--- config.mk ---
export PLATFORM = sky130hd
export DESIGN_NAME = iccm_stream_loader
export DESIGN_NICKNAME = d
export VERILOG_FILES = /design/src/rtl/iccm_stream_loader.sv
export SDC_FILE = /design/constraint.sdc
export NUM_CORES = 1
export LEC_CHECK = 0
export ABC_AREA = 1
export CORE_UTILIZATION = 57
export DETAILED_ROUTE_END_ITERATION = 8
export PLACE_DENSITY = 0.92
export SYNTH_ARGS = -nofsm -noshare
export SYNTH_HDL_FRONTEND = slang
export SYNTH_SLANG_ARGS = --single-unit
--- constraint.sdc ---
create_clock -name clk_i -period 3.3 [get_ports clk_i]
set_input_delay 0.825 -clock clk_i [delete_from_list [all_inputs] [get_ports clk_i]]
set_output_delay 0.825 -clock clk_i [all_outputs]
set_load 0.005 [all_outputs]
--- src/rtl/iccm_stream_loader.sv ---
// Boot-image loader: picks one of NUM_SRC byte streams, parses a length-prefixed frame and writes the words to the ICCM.
// Latency: last byte of a data word at cycle t -> we_o at t+1. No backpressure: bytes arrive as 1-cycle strobes and must be taken.
// Optional trailer checksum word when ICCM_LOADER_CHECKSUM_EN is defined.
module iccm_stream_loader #(
    parameter int NUM_SRC    = 2,
    parameter int DATA_WIDTH = 32,
    parameter int ADDR_WIDTH = 12,
    localparam int SELW      = (NUM_SRC > 1) ? $clog2(NUM_SRC) : 1
) (
    input  logic                    clk_i,
    input  logic                    rst_ni,
    input  logic [SELW-1:0]         src_sel_i,
    input  logic [NUM_SRC-1:0]      src_valid_i,
    input  logic [NUM_SRC*8-1:0]    src_byte_i,
    input  logic                    restart_i,
    output logic                    we_o,
    output logic [ADDR_WIDTH-1:0]   addr_o,
    output logic [DATA_WIDTH-1:0]   wdata_o,
    output logic [ADDR_WIDTH:0]     word_cnt_o,
    output logic                    done_o,
    output logic                    err_o,
    output logic                    core_rst_req_o
);
    localparam int BPW = DATA_WIDTH / 8;
    localparam int BCW = $clog2(BPW);
    localparam logic [BCW-1:0]      LAST_B = BCW'(BPW - 1);
    localparam logic [DATA_WIDTH:0] CAP    = (DATA_WIDTH + 1)'(1) << ADDR_WIDTH;

    typedef enum logic [2:0] {
        S_IDLE,
        S_LEN,
        S_DATA,
`ifdef ICCM_LOADER_CHECKSUM_EN
        S_CHK,
`endif
        S_DONE,
        S_ERR
    } state_t;

    state_t                 state;
    logic [SELW-1:0]        sel_q;
    logic [BCW-1:0]         bcnt;
    logic [DATA_WIDTH-1:0]  shreg;
    logic [ADDR_WIDTH:0]    len_q;
`ifdef ICCM_LOADER_CHECKSUM_EN
    logic [DATA_WIDTH-1:0]  sum_q;
`endif

    logic [SELW-1:0]        cur_sel;
    logic                   acc;
    logic [7:0]             b;
    logic                   sel_bad;
    logic                   busy;
    logic                   last;
    logic [DATA_WIDTH-1:0]  word_full;
    logic [ADDR_WIDTH:0]    cnt_nxt;

    // The selected source is live from src_sel_i only until the first byte is taken.
    always_comb begin
        cur_sel = (state == S_IDLE) ? src_sel_i : sel_q;
        acc     = 1'b0;
        b       = '0;
        for (int k = 0; k < NUM_SRC; k++) begin
            if (cur_sel == SELW'(k)) begin
                acc = src_valid_i[k];
                b   = src_byte_i[8*k +: 8];
            end
        end
        sel_bad   = (state == S_IDLE) && (|src_valid_i) &&
                    ({1'b0, src_sel_i} >= (SELW + 1)'(NUM_SRC));
        busy      = (state != S_DONE) && (state != S_ERR);
        last      = acc && (bcnt == LAST_B);
        word_full = shreg;
        word_full[DATA_WIDTH-8 +: 8] = b;
        cnt_nxt   = word_cnt_o + 1'b1;
    end

    always_ff @(posedge clk_i) begin
        if (!rst_ni) begin
            state          <= S_IDLE;
            sel_q          <= '0;
            bcnt           <= '0;
            shreg          <= '0;
            len_q          <= '0;
`ifdef ICCM_LOADER_CHECKSUM_EN
            sum_q          <= '0;
`endif
            we_o           <= 1'b0;
            addr_o         <= '0;
            wdata_o        <= '0;
            word_cnt_o     <= '0;
            done_o         <= 1'b0;
            err_o          <= 1'b0;
            core_rst_req_o <= 1'b1;
        end else begin
            we_o <= 1'b0;
            case (state)
                S_IDLE: begin
                    if (sel_bad) begin
                        state <= S_ERR;
                        err_o <= 1'b1;
                    end else if (acc) begin
                        sel_q <= src_sel_i;
                        state <= S_LEN;
                    end
                end
                S_LEN: begin
                    if (last) begin
                        if (word_full == '0 || {1'b0, word_full} > CAP) begin
                            state <= S_ERR;
                            err_o <= 1'b1;
                        end else begin
                            len_q      <= word_full[ADDR_WIDTH:0];
                            word_cnt_o <= '0;
`ifdef ICCM_LOADER_CHECKSUM_EN
                            sum_q      <= '0;
`endif
                            state      <= S_DATA;
                        end
                    end
                end
                S_DATA: begin
                    if (last) begin
                        we_o       <= 1'b1;
                        addr_o     <= word_cnt_o[ADDR_WIDTH-1:0];
                        wdata_o    <= word_full;
                        word_cnt_o <= cnt_nxt;
`ifdef ICCM_LOADER_CHECKSUM_EN
                        sum_q      <= sum_q + word_full;
                        if (cnt_nxt == len_q) state <= S_CHK;
`else
                        if (cnt_nxt == len_q) state <= S_DONE;
`endif
                    end
                end
`ifdef ICCM_LOADER_CHECKSUM_EN
                S_CHK: begin
                    if (last) begin
                        if (word_full == sum_q) begin
                            state <= S_DONE;
                        end else begin
                            state <= S_ERR;
                            err_o <= 1'b1;
                        end
                    end
                end
`endif
                S_DONE: begin
                    if (restart_i) begin
                        state          <= S_IDLE;
                        done_o         <= 1'b0;
                        err_o          <= 1'b0;
                        word_cnt_o     <= '0;
                        bcnt           <= '0;
                        core_rst_req_o <= 1'b1;
                    end else begin
                        done_o         <= 1'b1;
                        core_rst_req_o <= 1'b0;
                    end
                end
                default: begin
                    if (restart_i) begin
                        state      <= S_IDLE;
                        done_o     <= 1'b0;
                        err_o      <= 1'b0;
                        word_cnt_o <= '0;
                        bcnt       <= '0;
                    end else begin
                        err_o      <= 1'b1;
                    end
                    core_rst_req_o <= 1'b1;
                end
            endcase

            if (acc && busy && !sel_bad) begin
                shreg[{bcnt, 3'b000} +: 8] <= b;
                bcnt <= last ? '0 : bcnt + 1'b1;
            end
        end
    end
endmodule

==> qor.tcl <==
set qor(worst_setup_path_start_kind) {input port}
set qor(cts.reportedPaths.clkPinSlew_ns) 0.10
set qor(critical_path_arrival_ns) 2.88
set qor(grt_max_degree) 44
set qor(worstPathMaxFanout) 26
set qor(synth_top_cell_by_area) {sky130_fd_sc_hd__dfxtp_1}
set qor(grt_setup_unrepaired) {false}
set qor(post_route_cells_drive_above_1_share) 0.0623
set qor(leakage_nw) 2.53
set qor(drt_pre_antenna_iters) 5
set qor(ys_dominant_reg_cell) {sky130_fd_sc_hd__dfxtp_1}
set qor(portBuffers) 82
set qor(timing.setup.tns_ns) 0
set qor(totalWireLength_um) 13300
set qor(clk_latency_ns) 0.38
set qor(maximum_achievable_frequency_ghz) 0.385
set qor(seq_area_frac_synth) 0.420
set qor(ctsHtreeMaxLevel) 3
set qor(finalWorstSetupSlack_ns) 0.704
set qor(post_dr_wirelength_cell_um) 14.6
set qor(die_area_um2) 9080
set qor(synthCells) 730
set qor(via_density_per_instance) 5.58
set qor(pre_cts_slack_ns) 0.371
set qor(die_height_um) 95.3
set qor(nNetsFinal) 826
set qor(ys_ff_latch) 104
set qor(place_hpwl_um) 9670
set qor(final_min_period_over_clock_period) 0.787
set qor(via_count) 5064
set qor(yosys.area.top_type_share) 0.420
set qor(cts.repair_timing.setup_buffer_count) 0
set qor(core.rowCount) 33
set qor(max_cap_violations) 0
set qor(slew_violations) 0
set qor(design.core.area_um2) 8300
set qor(initial_standard_cell_utilization_of_the_core) 0.597
set qor(critPathKind) {input port to flop}
set qor(ir_drop_worst_vdd_mv) 0.359
set qor(powerDensity_nw_per_um2) 742
set qor(areaGrowthSynthToFinish_pct) 21.3
set qor(antenna_found_initial) 0
set qor(synth.lib_cells_used.distinct) 32
set qor(overflow) 0
set qor(cts_root_buffer) {sky130_fd_sc_hd__clkbuf_8}
set qor(tritoncts_clock_tree) {done}
set qor(final_util) 0.725
set qor(clock-sinks) 104
set qor(postSynth.asyncResetShare) 0
set qor(first_global_vias) 4558
set qor(maxSlewHeadroom) 0.634
set qor(holdCritPathClass) {flop to flop}
set qor(die_w_um) 95.3
set qor(boundaryPins) 83
set qor(setup_viol_count_final) 0
set qor(filler_cell_count) 674
set qor(synth_edf_count) 0
set qor(drc_errors) 0
set qor(drt.antenna.violating_nets) 0
set qor(synth_most_common_cell) {sky130_fd_sc_hd__nand2_1}
set qor(post_synth.cell_area_avg_um2) 6.79
set qor(syn_nets) 758
set qor(ys.warnings.count) 0
set qor(ctsLongestPathBuffers) 2
set qor(grt_first_pass_wirelength_um) 21100
set qor(ctsResizeCount) 0
set qor(detail_route.iter0.violations) 434
set qor(antenna_cells_inserted) 0
set qor(holdBufCountCts) 0
set qor(worstSetupEndpointType) {flop}
set qor(tightestPinTransition_ns) 0.550
set qor(place_congestion) 0.912
set qor(hold_viol) 0
set qor(period_minus_slack_ns) 2.60
set qor(mappedNetlistArea_um2) 4960
set qor(grt_use_total) 0.302
set qor(synthTopCellsByArea) {sky130_fd_sc_hd__dfxtp_1, sky130_fd_sc_hd__nand2_1, sky130_fd_sc_hd__a21oi_1, sky130_fd_sc_hd__nor2_1, sky130_fd_sc_hd__inv_1}
set qor(status) {completed}
set qor(critPathRequiredTime_ns) 3.58
set qor(cts_buffers) 9
set qor(skew_ns) 0.0129
set qor(synth_common_cells) {sky130_fd_sc_hd__nand2_1, sky130_fd_sc_hd__dfxtp_1, sky130_fd_sc_hd__a21oi_1, sky130_fd_sc_hd__nor2_1, sky130_fd_sc_hd__inv_1}
area by class of cell:
class	instances	area (µm²)	share of cell area
Timing Repair Buffer	89	881	0.146
Multi-Input combinational cell	516	2420	0.402
Clock buffer	9	124	0.0206
Clock inverter	7	85.1	0.0141
Sequential cell	104	2080	0.346
Inverter	78	293	0.0487
Tap cell	105	131	0.0218
report_power, final:
part	internal [mW]	switching [mW]	total (mW)	leakage, nW
combinational	0.710	1.23	1.94	1.58
clock	0.367	0.485	0.853	0.107
sequential	1.45	0.226	1.68	0.843
total	2.53	1.94	4.47	2.53
cells in the final DEF (no fill, tap or decap), drive strengths merged, types with 9 or more instances in the layout:
cell,netlist,final
inv,77,81
o21ai,41,41
a21oi,87,87
clkdlybuf4s50,0,81
nand3,49,49
nand4,15,15
dfxtp,104,104
nor2,88,88
a211oi,16,16
nand2,199,199
clkbuf,14,9
final timing paths:
| check | from | cells past startpoint | slack, ns | to |
|---|---|---|---|---|
| max | src_sel_i | 12 | 0.70 | word_cnt_o[2] |
| min | addr_o[1] | 2 | 0.47 | addr_o[1] |
| max reg2reg | word_cnt_o[0] | 17 | 0.90 | state[0] |
| min reg2reg | addr_o[1] | 2 | 0.47 | addr_o[1] |
layer usage:
layer	global-route usage	wire length, µm	up-vias
met5	0	0	-
met4	0.128	328	0
met3	0.0455	865	33
met2	0.499	6380	232
met1	0.392	5730	2302
li1	-	-	2497
per-stage QoR:
stage | instances | hold slack, ns | instance area, µm² | total power, mW
after global routing | 908 | 0.484 | 6020 | 4.77
final | 908 | 0.468 | 6020 | 4.47
after global placement | 892 | 0.452 | 5810 | 3.54
after floorplan | 730 | 0.449 | 4960 | 3.02
after detailed placement | 892 | 0.454 | 5810 | 3.59
after CTS | 908 | 0.470 | 6020 | 4.43
registers in the layout (all words and copies together) (netlist names):
register	count
bcnt	2
shreg	24
word_cnt_o	13
wdata_o	32
core_rst_req_o	1
we_o	1
addr_o	12
done_o	1
state	3
len_q	13
sel_q	1
err_o	1
worst max-delay path: stages:
cell	delay (ns)
sky130_fd_sc_hd__clkdlybuf4s50_1	0.47
sky130_fd_sc_hd__nand2_2	0.09
sky130_fd_sc_hd__nand2_4	0.19
sky130_fd_sc_hd__nand2_1	0.09
sky130_fd_sc_hd__o21ai_1	0.16
sky130_fd_sc_hd__nand2_1	0.13
sky130_fd_sc_hd__nor2_4	0.19
sky130_fd_sc_hd__nand2_1	0.09
sky130_fd_sc_hd__nand2_2	0.37
sky130_fd_sc_hd__nand3_1	0.14
sky130_fd_sc_hd__nand2_1	0.09
sky130_fd_sc_hd__nor2_1	0.04
cells by family after synthesis:
family | count (synthesis) | synth area share
AND/OR/NAND/NOR | 362 | 0.310
AO/OA/AOI/OAI | 146 | 0.159
buffers and inverters | 110 | 0.0918
flip-flops | 104 | 0.420
adder cells (fa/ha/maj) | 6 | 0.0151
XOR/XNOR | 2 | 0.00353
(Power assumes the default switching activity.)
